[config.mk]
export PLATFORM = sky130hd
export DESIGN_NAME = mem_arbiter_flat
export DESIGN_NICKNAME = d
export VERILOG_FILES = /design/src/rtl/mem_arbiter_if.sv /design/src/rtl/mem_arbiter.sv /design/src/flat_wrapper.sv
export SDC_FILE = /design/constraint.sdc
export NUM_CORES = 1
export LEC_CHECK = 0
export ABC_AREA = 1
export BUFFER_PORTS_ARGS = -buffer_cell sky130_fd_sc_hd__buf_2
export CAP_MARGIN = 0
export CORE_UTILIZATION = 46
export DETAILED_ROUTE_END_ITERATION = 16
export GPL_TIMING_DRIVEN = 0
export PLACE_DENSITY = 0.86
export SYNTH_ARGS = -nofsm -noshare
export SYNTH_HDL_FRONTEND = slang
export SYNTH_SLANG_ARGS = --single-unit
[constraint.sdc]
create_clock -name clk -period 2.2 [get_ports clk]
set_clock_uncertainty 0.15 [all_clocks]
set_input_delay 0.33 -clock clk [delete_from_list [all_inputs] [get_ports clk]]
set_output_delay 0.33 -clock clk [all_outputs]
set_load 0.02 [all_outputs]
[src/rtl/mem_arbiter_if.sv]
// Bundle of the two requester ports (F, D) and the shared memory port.
// The arbiter takes the slave view; requesters and the memory model take the master view.
interface mem_arbiter_if;
    logic        f_req;
    logic [31:0] f_addr;
    logic [31:0] f_rdata;
    logic        f_done;

    logic        d_req;
    logic [31:0] d_addr;
    logic [31:0] d_wdata;
    logic [3:0]  d_wmask;
    logic [31:0] d_rdata;
    logic        d_done;

    logic [31:0] mem_addr;
    logic        mem_access;
    logic [31:0] mem_wdata;
    logic [3:0]  mem_wmask;
    logic [31:0] mem_rdata;

    logic        busy;

    modport slave (
        input  f_req, f_addr, d_req, d_addr, d_wdata, d_wmask, mem_rdata,
        output f_rdata, f_done, d_rdata, d_done,
               mem_addr, mem_access, mem_wdata, mem_wmask, busy
    );

    modport master (
        output f_req, f_addr, d_req, d_addr, d_wdata, d_wmask, mem_rdata,
        input  f_rdata, f_done, d_rdata, d_done,
               mem_addr, mem_access, mem_wdata, mem_wmask, busy
    );
endinterface

[src/rtl/mem_arbiter.sv]
// Shares one synchronous-read memory between fetch port F and load/store port D.
// Each transaction: grant, one-cycle strobe, MEM_LATENCY-cycle wait, one-cycle done pulse.
module mem_arbiter #(
    parameter int MEM_LATENCY = 1
) (
    input  logic         clk,
    input  logic         resetn,
    mem_arbiter_if.slave bus
);
    typedef enum logic [1:0] {IDLE, ACCESS, WAIT, DONE} state_t;

    localparam logic [3:0] LAT_LOAD = 4'(MEM_LATENCY - 1);

    state_t      r_state;
    logic        r_grant_d;
    logic [3:0]  r_cnt;
    logic [31:0] r_mem_addr;
    logic        r_mem_access;
    logic [31:0] r_mem_wdata;
    logic [3:0]  r_mem_wmask;
    logic [31:0] r_f_rdata;
    logic [31:0] r_d_rdata;
    logic        r_f_done;
    logic        r_d_done;
    logic        r_busy;

    logic        w_any_req;
    logic        w_pick_d;

    assign w_any_req = bus.f_req | bus.d_req;
    // r_grant_d doubles as last_grant: on contention the other port wins.
    assign w_pick_d  = bus.d_req & (~bus.f_req | ~r_grant_d);

    always_ff @(posedge clk) begin
        if (!resetn) begin
            r_state      <= IDLE;
            r_grant_d    <= 1'b0;
            r_cnt        <= 4'd0;
            r_mem_addr   <= 32'd0;
            r_mem_access <= 1'b0;
            r_mem_wdata  <= 32'd0;
            r_mem_wmask  <= 4'd0;
            r_f_rdata    <= 32'd0;
            r_d_rdata    <= 32'd0;
            r_f_done     <= 1'b0;
            r_d_done     <= 1'b0;
            r_busy       <= 1'b0;
        end else begin
            case (r_state)
                IDLE: begin
                    if (w_any_req) begin
                        r_state      <= ACCESS;
                        r_mem_access <= 1'b1;
                        r_busy       <= 1'b1;
                        r_grant_d    <= w_pick_d;
                        if (w_pick_d) begin
                            r_mem_addr  <= bus.d_addr;
                            r_mem_wdata <= bus.d_wdata;
                            r_mem_wmask <= bus.d_wmask;
                        end else begin
                            r_mem_addr  <= bus.f_addr;
                            r_mem_wmask <= 4'd0;
                        end
                    end
                end
                ACCESS: begin
                    r_mem_access <= 1'b0;
                    r_cnt        <= LAT_LOAD;
                    r_state      <= WAIT;
                end
                WAIT: begin
                    if (r_cnt == 4'd0) begin
                        if (r_grant_d) begin
                            r_d_rdata <= bus.mem_rdata;
                            r_d_done  <= 1'b1;
                        end else begin
                            r_f_rdata <= bus.mem_rdata;
                            r_f_done  <= 1'b1;
                        end
                        r_state <= DONE;
                    end else begin
                        r_cnt <= r_cnt - 4'd1;
                    end
                end
                DONE: begin
                    r_f_done <= 1'b0;
                    r_d_done <= 1'b0;
                    r_busy   <= 1'b0;
                    r_state  <= IDLE;
                end
                default: r_state <= IDLE;
            endcase
        end
    end

    assign bus.mem_addr   = r_mem_addr;
    assign bus.mem_access = r_mem_access;
    assign bus.mem_wdata  = r_mem_wdata;
    assign bus.mem_wmask  = r_mem_wmask;
    assign bus.f_rdata    = r_f_rdata;
    assign bus.d_rdata    = r_d_rdata;
    assign bus.f_done     = r_f_done;
    assign bus.d_done     = r_d_done;
    assign bus.busy       = r_busy;
endmodule

[src/flat_wrapper.sv]
// flat-port wrapper written by rule: the top's interface ports become plain ports
module mem_arbiter_flat 
#(
    parameter int MEM_LATENCY = 1
)
  (clk, resetn, bus_f_req, bus_f_addr, bus_d_req, bus_d_addr, bus_d_wdata, bus_d_wmask, bus_mem_rdata, bus_f_rdata, bus_f_done, bus_d_rdata, bus_d_done, bus_mem_addr, bus_mem_access, bus_mem_wdata, bus_mem_wmask, bus_busy);
  mem_arbiter_if bus_i ();
  input  logic clk;
  input  logic resetn;
  input wire logic [$bits(bus_i.f_req)-1:0] bus_f_req;
  input wire logic [$bits(bus_i.f_addr)-1:0] bus_f_addr;
  input wire logic [$bits(bus_i.d_req)-1:0] bus_d_req;
  input wire logic [$bits(bus_i.d_addr)-1:0] bus_d_addr;
  input wire logic [$bits(bus_i.d_wdata)-1:0] bus_d_wdata;
  input wire logic [$bits(bus_i.d_wmask)-1:0] bus_d_wmask;
  input wire logic [$bits(bus_i.mem_rdata)-1:0] bus_mem_rdata;
  output wire logic [$bits(bus_i.f_rdata)-1:0] bus_f_rdata;
  output wire logic [$bits(bus_i.f_done)-1:0] bus_f_done;
  output wire logic [$bits(bus_i.d_rdata)-1:0] bus_d_rdata;
  output wire logic [$bits(bus_i.d_done)-1:0] bus_d_done;
  output wire logic [$bits(bus_i.mem_addr)-1:0] bus_mem_addr;
  output wire logic [$bits(bus_i.mem_access)-1:0] bus_mem_access;
  output wire logic [$bits(bus_i.mem_wdata)-1:0] bus_mem_wdata;
  output wire logic [$bits(bus_i.mem_wmask)-1:0] bus_mem_wmask;
  output wire logic [$bits(bus_i.busy)-1:0] bus_busy;
  assign bus_i.f_req = bus_f_req;
  assign bus_i.f_addr = bus_f_addr;
  assign bus_i.d_req = bus_d_req;
  assign bus_i.d_addr = bus_d_addr;
  assign bus_i.d_wdata = bus_d_wdata;
  assign bus_i.d_wmask = bus_d_wmask;
  assign bus_i.mem_rdata = bus_mem_rdata;
  assign bus_f_rdata = bus_i.f_rdata;
  assign bus_f_done = bus_i.f_done;
  assign bus_d_rdata = bus_i.d_rdata;
  assign bus_d_done = bus_i.d_done;
  assign bus_mem_addr = bus_i.mem_addr;
  assign bus_mem_access = bus_i.mem_access;
  assign bus_mem_wdata = bus_i.mem_wdata;
  assign bus_mem_wmask = bus_i.mem_wmask;
  assign bus_busy = bus_i.busy;
  mem_arbiter #(.MEM_LATENCY(MEM_LATENCY)) u_core (.clk(clk), .resetn(resetn), .bus(bus_i));
endmodule
# Word-level counts from Yosys, hierarchy flattened
# Cells that the tools add are included.
# classes
n_addsub	1
n_eq_ne	8
mux	16
bitwise_logic	5
reduce_logical	16
# ops
op	count
$mux 32	1
$reduce_and 3->1	5
$reduce_and 2->1	5
$mux 4	2
$pmux 1 s2	4
$pmux 2 s4	1
$pmux 4 s2	1
$reduce_bool 2->1	4
$ne 2x1->1 const B	3
$mux 1	5
$eq 2x2->1 const B	2
$logic_not 4->1	1
$mux 2	2
$ne 2x2->1 const B	2
$sub 4x1->4 const B	1
$eq 2x1->1 const B	1
$logic_not 2->1	1
$not 1->1	2
$or 1x1->1	2
$and 1x1->1	1
# totals
ff_bits	143
inputBits	136
output_inout_bits	136
elab_cells	58

# Depth between registers and ports, before layout
# Gate-level depths: netlist of the first run.
# logic_depth
ltp_word	4
mapped_depth	9

# Least setup slack after synthesis of the first run
# OpenSTA, ideal clock, no wires.
# synth_path
kind	register to register
startpoint	register u_core.r_state[0]
endpoint	register u_core.r_d_rdata[1] (netlist: u_core.bus.d_rdata[1])
setup_time_ns	0.070
arrival_ns	1.363
required_ns	1.980
path_slack_ns	0.616
path_stages_with_launch	8
synth_period_minus_slack_ns	1.584
cell_sequence	dfxtp_1 inv_1 ha_1 buf_2 nand4_4 clkbuf_1 nand2_1 a21oi_1
# synth_via
elab_chain_len	2
# synth_lines
element	line	rtl
start, declared	mem_arbiter.sv:14	state_t r_state;
start signal, assigned	mem_arbiter.sv:36	r_state <= IDLE;
start signal, assigned	mem_arbiter.sv:52	r_state <= ACCESS;
start signal, assigned	mem_arbiter.sv:69	r_state <= WAIT;
$eq 2x2->1	mem_arbiter.sv:49	case (r_state)
$reduce_and 3->1 (no line)	n/a	
end signal, assigned	mem_arbiter.sv:74	r_d_rdata <= bus.mem_rdata;
end, declared	mem_arbiter.sv:22	logic [31:0] r_d_rdata;
# Every way passes these cells.
# A chain may end at the register's enable or synchronous reset.

# Final worst setup path of the first run
# layout_path
startpoint	register u_core.r_state[0]
endpoint	register u_core.r_f_rdata[15] (netlist: u_core.bus.f_rdata[15])
# layout_via
elab_chain_len	2
# layout_lines
element	line	rtl
$eq 2x2->1	mem_arbiter.sv:49	
$reduce_and 3->1 (no line)	n/a	
end signal, assigned	mem_arbiter.sv:77	r_f_rdata <= bus.mem_rdata;
end, declared	mem_arbiter.sv:21	logic [31:0] r_f_rdata;
# Every way passes these cells.

==> flow_summary.toml, run 1 <==
[timing]
min_period_ns = 1.93
hold_violations = 0
tns_ns = 0
slew_violations = 0
grt_setup_unrepaired = "no"
hold-worst-slack_ns = 0.00447
fin_crit_sh = 0.875
tightestPinTransition_ns = 0.509
slew_headroom = 0.660
setup_viol = 0
worst_slack_ns = 0.274
max_freq_ghz = 0.519

[logic_synthesis]
yosys-top-cells-area = "dfxtp_1 51%, nand2_1 17%, nor2_1 9.0%, a21oi_1 6.8%, o21ai_0 5.9%"
yosysSeqAreaShare = 0.509
synth_top_area_share = 0.509
syn_inst = 766
synth_cell_type_count = 22
yosys.area.top_type = "dfxtp_1"
synthArstFlopShare = 0
synth_commonest_cells = "254 x nand2_1, 143 x dfxtp_1, 135 x nor2_1, 76 x a21oi_1, 66 x o21ai_0"
synth_fp_nets = 909
ys_warn_count = 0
ys_ff_latch = 143
yosysMostFrequentCell = "nand2_1"
postSynthAreaPerCell_um2 = 7.34
synth_edf_count = 0
syn_area_um2 = 5630
yosys_most_used_dff = "dfxtp_1"

[worst_setup_path]
criticalPathCategory = "flop to flop"
path_cells = "inv_1, ha_1, buf_2, nand4_4, clkbuf_1, o21ai_0, nor2_1"
cp.arrival_ns = 2.12
path_delay_family = "buffers and inverters"
crit_path_top_delay_cell = "clkbuf_1"
crit_buf_inv = 3
endpoint_kind = "flop"
crit_path_start_kind = "flop"
required_ns = 2.40
worstPathMaxFanout = 10
max_stage_delay_ns = 0.41

[global_route]
track_usage = 0.267
grt_first_pass_wirelength_um = 26800
grt_max_degree = 17
grt_overflow = 0
first_global_vias = 5806
antenna_found_initial = 0

[pwr]
peakVddDrop_mv = 0.831
power.leakage_nw = 4.07
power_density_nw_per_um2 = 1240

[die]
start_util = 0.470
dieWidth_um = 113
die_h_um = 113
ios = 272
coreArea_um2 = 12000
die_area_um2 = 12700
fp-row-count = 40

[clocking]
clock_latency_ns = 0.41
cts_sinks = 143
cts_tree = "built"
cts_setup_buffers = 0
htreeDepth = 4
clockBufferDepth = 2
path_clk_slew_ns = 0.06
clock-root-buffer = "clkbuf_16"
cts-buffers-inserted = 17

[drt]
routed_wirelength_um = 17000
antenna_left = 0
drt_first_pass_iters = 5
drt_iter0_drc = 444
via_per_inst = 4.91
wire_per_inst_um = 13.6
drc = 0
vias = 6111

[placed_design]
place_area_um2 = 7170
pre_cts_ws_ns = 0.285
gp_congestion = 0.824
port_buffers = 271
hpwl_um = 12000

[layout]
drive_gt1_frac = 0.312
fin_nets = 1227
antenna_cells = 0
area_growth_pct = 44.0
final_cell_area_um2 = 8100

[job]
drv_cap = 0

[worst_hold_path]
min-delay-path-class = "primary input to flop"

[status]
status = "completed"
==> flip-flops by register name, summed over array words and instances, names as in the netlist, 2 cells and up <==
signal and cells:
u_core.r_state 2, u_core.bus.mem_wdata 32, u_core.bus.mem_wmask 4, u_core.bus.d_rdata 32
u_core.bus.f_rdata 32, u_core.r_cnt 4, u_core.bus.mem_addr 32
==> kinds of logic after synthesis <==
group | after synthesis | synth area share
AOI/OAI and AO/OA | 146 | 0.132
and+or+nand+nor | 402 | 0.281
buffers and inverters | 68 | 0.0625
DFF | 143 | 0.509
adders and majority gates | 7 | 0.0156
==> cell type report <==
cell class	count	area, um^2
Buffer	46	269
Clock buffer	21	480
Clock inverter	11	176
Fill cell	1019	3860
Inverter	22	82.6
Multi-Input combinational cell	555	2410
Sequential cell	143	2860
Tap cell	147	184
Timing Repair Buffer	299	1640
==> placed cells by master, fill, tap and decap left out, types with 17 or more instances in the layout <==
cell type	instances
dfxtp_1	143
clkbuf_16	17
nor2_1	135
inv_1	18
o21ai_0	66
dlygate4sd3_1	28
clkbuf_1	18
a21oi_1	76
buf_2	282
nand2_1	254
==> path summary, 6_finish.rpt <==
check | slack, ns | cells after the start | end | startpoint
setup / recovery | 0.27 | 7 | u_core.bus.f_rdata[15]$_SDFFE_PN0P_ | u_core.r_state[0]$_SDFFE_PN0P_
hold / removal | 0.004 | 3 | u_core.bus.mem_wdata[0]$_SDFFE_PN0P_ | bus_d_wdata[0]
setup reg to reg | 0.27 | 7 | u_core.bus.f_rdata[15]$_SDFFE_PN0P_ | u_core.r_state[0]$_SDFFE_PN0P_
hold reg to reg | 0.31 | 2 | u_core.bus.mem_wmask[3]$_SDFFE_PN0P_ | u_core.bus.mem_wmask[3]$_SDFFE_PN0P_
==> what timing repair did <==
item                                   CTS  global route
hold buffers                            28             0
resized for setup                        0             0
endpoints found under the hold margin   28             0
==> layer usage <==
layer	GRT usage	wire, um	vias up	share of wire
li1	-	-	3055	-
met5	0	0	-	0
met4	0.140	571	0	0.034
met1	0.295	7110	2775	0.42
met2	0.479	8440	233	0.50
met3	0.0567	844	48	0.050
==> through the flow <==
step                power, mW  utilization  std cells
finish                   10.0        0.677       1244
global route             10.5        0.677       1244
CTS                      10.0        0.677       1244
detailed placement       6.84        0.599       1184
global placement         6.74        0.599       1184
floorplan                5.72            -        766
==> worst reg2reg max path: stages (launching register included) <==
cell	delay, ns
dfxtp_1	0.36
inv_1	0.10
ha_1	0.20
buf_2	0.18
nand4_4	0.16
clkbuf_1	0.41
o21ai_0	0.21
nor2_1	0.12
==> report_power, final <==
part           switching, mW  internal, mW
clock                   1.12          2.03
combinational           2.22          1.17
sequential             0.292          3.17
Power figures use the tool's default switching activity.
==> inputs of run 2 (changes only) <==
Settings changed: ABC_AREA 1 to not set, GPL_TIMING_DRIVEN 0 to 1, PLACE_DENSITY 0.86 to 0.85.
==> flow_summary.toml, run 2 <==
[status]
status = "completed"

[clocking]
path_clk_slew_ns = 0.06
htreeDepth = 4
cts_sinks = 143
clockBufferDepth = 2
cts_setup_buffers = 0
cts_tree = "built"
clock-root-buffer = "clkbuf_16"
cts-buffers-inserted = 17
clock_latency_ns = 0.41

[worst_setup_path]
startpoint = "u_core.r_state[0]$_SDFFE_PN0P_"
criticalPathCategory = "flop to flop"
crit_path_top_delay_cell = "dfxtp_1"
crit_path_start_kind = "flop"
cp.arrival_ns = 2.16
r2r_end = "u_core.bus.mem_wdata[23]$_SDFFE_PN0P_"
max_stage_delay_ns = 0.33
reg2reg_slack_ns = 0.18
worstPathMaxFanout = 32
r2r_start = "u_core.r_state[0]$_SDFFE_PN0P_"
required_ns = 2.34
reg2regPathDepth = 7
endpoint_kind = "flop"
path_cells = "inv_1, ha_1, buf_4, inv_1, buf_4, o21ai_0, a21oi_1"

[layout]
mostFrequentLayoutCells = "271 x buf_2, 142 x dfxtp_1, 122 x o21ai_0, 101 x nand3_1, 100 x a21oi_1"
area_growth_pct = 38.6
finalCoreUtilization = 0.658
fin_cells = 1133
layout_commonest_cell = "buf_2"
fin_nets = 1094
drive_gt1_frac = 0.343
final_cell_area_um2 = 7970
num-fill-cells = 1002

[die]
die_h_um = 114
dieWidth_um = 114
coreArea_um2 = 12100
fp-row-count = 40
ios = 272
die_area_um2 = 13000
start_util = 0.475

[timing]
hold_violations = 0
grt_setup_unrepaired = "yes"
fin_crit_sh = 0.920
tightestPinTransition_ns = 0.536
min_period_ns = 2.02
slew_violations = 0
setup_viol = 0
slew_headroom = 0.639
max_freq_ghz = 0.494
tns_ns = 0

[global_route]
track_usage = 0.263
first_global_vias = 5513
grt_max_degree = 67
antenna_found_initial = 1
grt_first_pass_wirelength_um = 26800
grt_overflow = 0

[drt]
drc = 0
vias = 6202
routed_wirelength_um = 17600
drt_first_pass_iters = 5
wire_per_inst_um = 15.5
via_per_inst = 5.47
drt_iter0_drc = 721
antenna_left = 0

[logic_synthesis]
postSynthAreaPerCell_um2 = 8.24
synthArstFlopShare = 0
syn_area_um2 = 5750
yosys.area.top_type = "dfxtp_1"
synth_top_area_share = 0.498
synth_commonest_cells = "143 x dfxtp_1, 122 x o21ai_0, 101 x nand3_1, 100 x a21oi_1, 66 x nand2_1"
ys_warn_count = 0
synth_edf_count = 0
yosysSeqAreaShare = 0.498
ys_ff_latch = 143
yosys_most_used_dff = "dfxtp_1"
synth_fp_nets = 841
yosysMostFrequentCell = "dfxtp_1"
syn_inst = 698
synth_cell_type_count = 35
yosys-top-cells-area = "dfxtp_1 50%, o21ai_0 11%, nand3_1 8.8%, a21oi_1 8.7%, nand2_1 4.3%"

[placed_design]
dp_cells = 1082
hpwl_um = 11400
place_area_um2 = 7180
port_buffers = 271
gp_congestion = 0.793

[pwr]
peakVddDrop_mv = 0.683
power_density_nw_per_um2 = 1230
power.leakage_nw = 3.55
power_mw = 9.82

[worst_hold_path]
min_path_cells = 3
hp-start = "bus_d_wdata[29]"
min-delay-path-class = "primary input to flop"
min_to = "u_core.bus.mem_wdata[29]$_SDFFE_PN0P_"

[job]
drv_cap = 0
run 2: cell count changes in the layout (fill, tap and decap cells not counted), moves of 6 or more:
cell | before | now
nand2_1 | 254 | 66
nor2_1 | 135 | 8
a21oi_1 | 76 | 100
a31oi_1 | 0 | 32
o21ai_0 | 66 | 122
o21ai_1 | 3 | 9
inv_1 | 18 | 6
dlygate4sd3_1 | 28 | 18
buf_12 | 0 | 7
buf_6 | 6 | 0
nand3_1 | 4 | 101
buf_2 | 282 | 271
clkbuf_1 | 18 | 1
run 2: per-layer routing:
layer	share of wire	vias up	GRT usage
met2	0.49	309	0.427
met4	0.040	0	0.154
met5	0	-	0
li1	-	2990	-
met3	0.073	59	0.0744
met1	0.39	2844	0.311
run 2: how the worst max path moves through the flow:
stage,slack [ns],endpoint,depth (start not counted)
after detailed placement,0.35,u_core.bus.mem_addr[25]$_SDFFE_PN0P_,6
after global routing,0.01,u_core.bus.mem_wdata[23]$_SDFFE_PN0P_,7
after global placement,0.44,u_core.bus.mem_wdata[20]$_SDFFE_PN0P_,7
after floorplan,0.54,u_core.bus.f_rdata[25]$_SDFFE_PN0P_,8
after CTS,0.1,u_core.bus.mem_addr[28]$_SDFFE_PN0P_,6
final,0.18,u_core.bus.mem_wdata[23]$_SDFFE_PN0P_,7
run 2: where the power goes:
| group | total (mW) | switching (mW) | internal [mW] |
|---|---|---|---|
| registers | 3.36 | 0.245 | 3.12 |
| logic | 3.53 | 2.40 | 1.13 |
| clock network | 2.92 | 1.10 | 1.82 |
run 2: per-stage QoR:
step / hold WS [ns] / worst slack, ns
3_3_place_gp: 0.306 / 0.437
3_5_place_dp: 0.313 / 0.354
6_report: 0.0187 / 0.177
2_1_floorplan: 0.321 / 0.536
4_1_cts: 0.0000844 / 0.0979
5_1_grt: 0.00361 / 0.0110
run 2: cells by family (layout without fill, tap and decap cells):
kind of cell | Yosys count | after routing | share of synthesized area
other | 0 | 1 | 0
AOI/OAI and AO/OA | 279 | 279 | 0.262
muxes | 3 | 3 | 0.00522
and+or+nand+nor | 185 | 185 | 0.150
buffers and inverters | 81 | 347 | 0.0698
adders and majority gates | 7 | 7 | 0.0152
DFF | 143 | 143 | 0.498
run 2: worst max-delay path, delay by kind of cell, from the launching register on:
family	cells	cell delay (ns)
fa+ha+maj	1	0.25
flops	1	0.33
compound gates	2	0.43
buf+inv	4	0.75
run 2: area by class of cell:
class / count / area (um^2) / share of cell area
sequential: 143 / 2860 / 0.359
antenna: 1 / 2.50 / 0.000314
tap: 168 / 210 / 0.0264
clock buffer: 19 / 443 / 0.0556
multi-input combinational: 474 / 2500 / 0.313
inverter: 8 / 31.3 / 0.00392
clock inverter: 13 / 164 / 0.0206
timing repair buffer: 307 / 1760 / 0.221
run 2: what timing repair did:
action | CTS | global route
resized for setup | 0 | 1
hold buffers | 18 | 0
endpoints found under the setup margin | 0 | 1
endpoints found under the hold margin | 17 | 0
==> inputs of run 3 (changes only) <==
Settings changed: CELL_PAD_IN_SITES_DETAIL_PLACEMENT set to 1, CELL_PAD_IN_SITES_GLOBAL_PLACEMENT set to 2, CORE_UTILIZATION 46 to 25.
==> flow_summary.toml, run 3 (synthesized netlist as in run 2, its figures left out) <==
[clocking]
clock-root-buffer = "clkbuf_16"
path_clk_slew_ns = 0.07
cts_sinks = 143
cts_setup_buffers = 0
clock_latency_ns = 0.41
clockBufferDepth = 2
cts_tree = "built"
htreeDepth = 4
cts-buffers-inserted = 17

[timing]
tns_ns = 0
min_period_ns = 2.12
slew_headroom = 0.602
worst_slack_ns = 0.0826
slew_violations = 0
setup_viol = 0
fin_crit_sh = 0.962
max_freq_ghz = 0.472
hold-worst-slack_ns = 0.0189
hold_violations = 0
tightestPinTransition_ns = 0.590
grt_setup_unrepaired = "no"

[layout]
area_growth_pct = 51.9
multi_input_area_um2 = 2510
num-fill-cells = 2725
final_cell_area_um2 = 8740
layout_commonest_cell = "buf_2"
drive_gt1_frac = 0.327
fin_nets = 1150
fin_cells = 1305
antenna_cells = 0
seqCellArea_um2 = 2860
finalCoreUtilization = 0.387
mostFrequentLayoutCells = "271 x buf_2, 142 x dfxtp_1, 121 x o21ai_0, 101 x nand3_1, 100 x a21oi_1"

[die]
die_h_um = 154
fp-row-count = 55
start_util = 0.255
ios = 272
die_area_um2 = 23600
coreArea_um2 = 22600
dieWidth_um = 154

[worst_setup_path]
required_ns = 2.35
path_cells = "inv_1, ha_4, o21a_4, buf_12, o21ai_0, a31oi_1, dlygate4sd3_1"
r2r_end = "u_core.bus.mem_addr[6]$_SDFFE_PN0P_"
reg2regPathDepth = 7
crit_path_top_delay_cell = "dlygate4sd3_1"
path_delay_family = "buffers and inverters"
endpoint_kind = "flop"
cp.arrival_ns = 2.27
r2r_start = "u_core.r_state[1]$_SDFFE_PN0P_"
crit_path_start_kind = "flop"
criticalPathCategory = "flop to flop"
reg2reg_slack_ns = 0.08
crit_buf_inv = 3
worstPathMaxFanout = 17
startpoint = "u_core.r_state[1]$_SDFFE_PN0P_"
max_stage_delay_ns = 0.57

[pwr]
power_mw = 10.4
p_sw_frac = 0.399
power_density_nw_per_um2 = 1190
power.leakage_nw = 3.81
power_frac_clock = 0.290
combPwrFrac = 0.385
sequentialPowerShare = 0.326
intPower_mw = 6.23
switching_power_mw = 4.14
peakVddDrop_mv = 0.463

[drt]
routed_wirelength_um = 22200
via_per_inst = 4.94
vias = 6448
antenna_left = 0
drt_first_pass_iters = 6
drc = 0
wire_per_inst_um = 17.0
drt_iter0_drc = 267

[global_route]
first_global_vias = 6698
antenna_found_initial = 0
grt_first_pass_wirelength_um = 34800
grt_overflow = 0
grt_max_degree = 67
track_usage = 0.184

[placed_design]
port_buffers = 271
hpwl_um = 13600
place_area_um2 = 7320
pre_cts_ws_ns = 0.322
gp_congestion = 0.734
dp_cells = 1197

[job]
drv_cap = 0

[worst_hold_path]
min-delay-path-class = "primary input to flop"
min_to = "u_core.bus.d_rdata[6]$_SDFFE_PN0P_"
min_path_cells = 3
hp-start = "bus_mem_rdata[6]"

[status]
status = "completed"
## run 3: cell types whose count changed in the layout (fill, tap and decap cells not counted), moves of 2 or more
cell and delta:
clkinv_4 -3, clkinv_2 -4, buf_4 -3, clkinvlp_4 +2, inv_8 +2, inv_6 +4, clkbuf_16 +2, dlygate4sd3_1 +56
## run 3: cell type report
| cell class | instances | area share |
|---|---|---|
| clock buffers | 18 | 0.0491 |
| inverters | 8 | 0.00358 |
| clock inverters | 14 | 0.0202 |
| flip-flops and latches | 143 | 0.328 |
| repair buffers | 363 | 0.271 |
| multi-input cells | 474 | 0.287 |
| well taps | 285 | 0.0408 |
## run 3: how the worst max path moves through the flow
stage / end / slack (ns) / depth (start not counted)
3_3_place_gp: u_core.bus.d_rdata[31]$_SDFFE_PN0P_ / 0.39 / 6
2_1_floorplan: u_core.bus.f_rdata[25]$_SDFFE_PN0P_ / 0.54 / 8
5_1_grt: u_core.bus.mem_addr[15]$_SDFFE_PN0P_ / 0.0009 / 7
4_1_cts: u_core.bus.mem_addr[6]$_SDFFE_PN0P_ / 0.01 / 7
3_5_place_dp: u_core.bus.mem_wmask[3]$_SDFFE_PN0P_ / 0.32 / 6
6_report: u_core.bus.mem_addr[6]$_SDFFE_PN0P_ / 0.08 / 7
## run 3: worst min-delay path: stages
cell and delay, ns:
buf_2 0.11, nand3_1 0.06, a21oi_1 0.05
## run 3: power groups by stage
| stage | logic, mW | registers [mW] | clock network [mW] |
|---|---|---|---|
| floorplan | 1.77 | 4.01 | 0 |
| global placement | 3.59 | 3.40 | 0 |
| detailed placement | 3.62 | 3.42 | 0 |
| CTS | 3.80 | 3.37 | 3.12 |
| global route | 4.35 | 3.44 | 3.22 |
| finish | 3.99 | 3.38 | 3.00 |
## run 3: routing by layer
layer / track usage / share of wire
met5: 0 / 0
met4: 0.0705 / 0.020
met3: 0.0558 / 0.071
met2: 0.313 / 0.48
met1: 0.216 / 0.43
## run 3: what timing repair did
action	CTS	global route
resized for setup	0	5
endpoints found under the setup margin	0	10
hold buffers	74	0
hold endpoints to repair	59	0
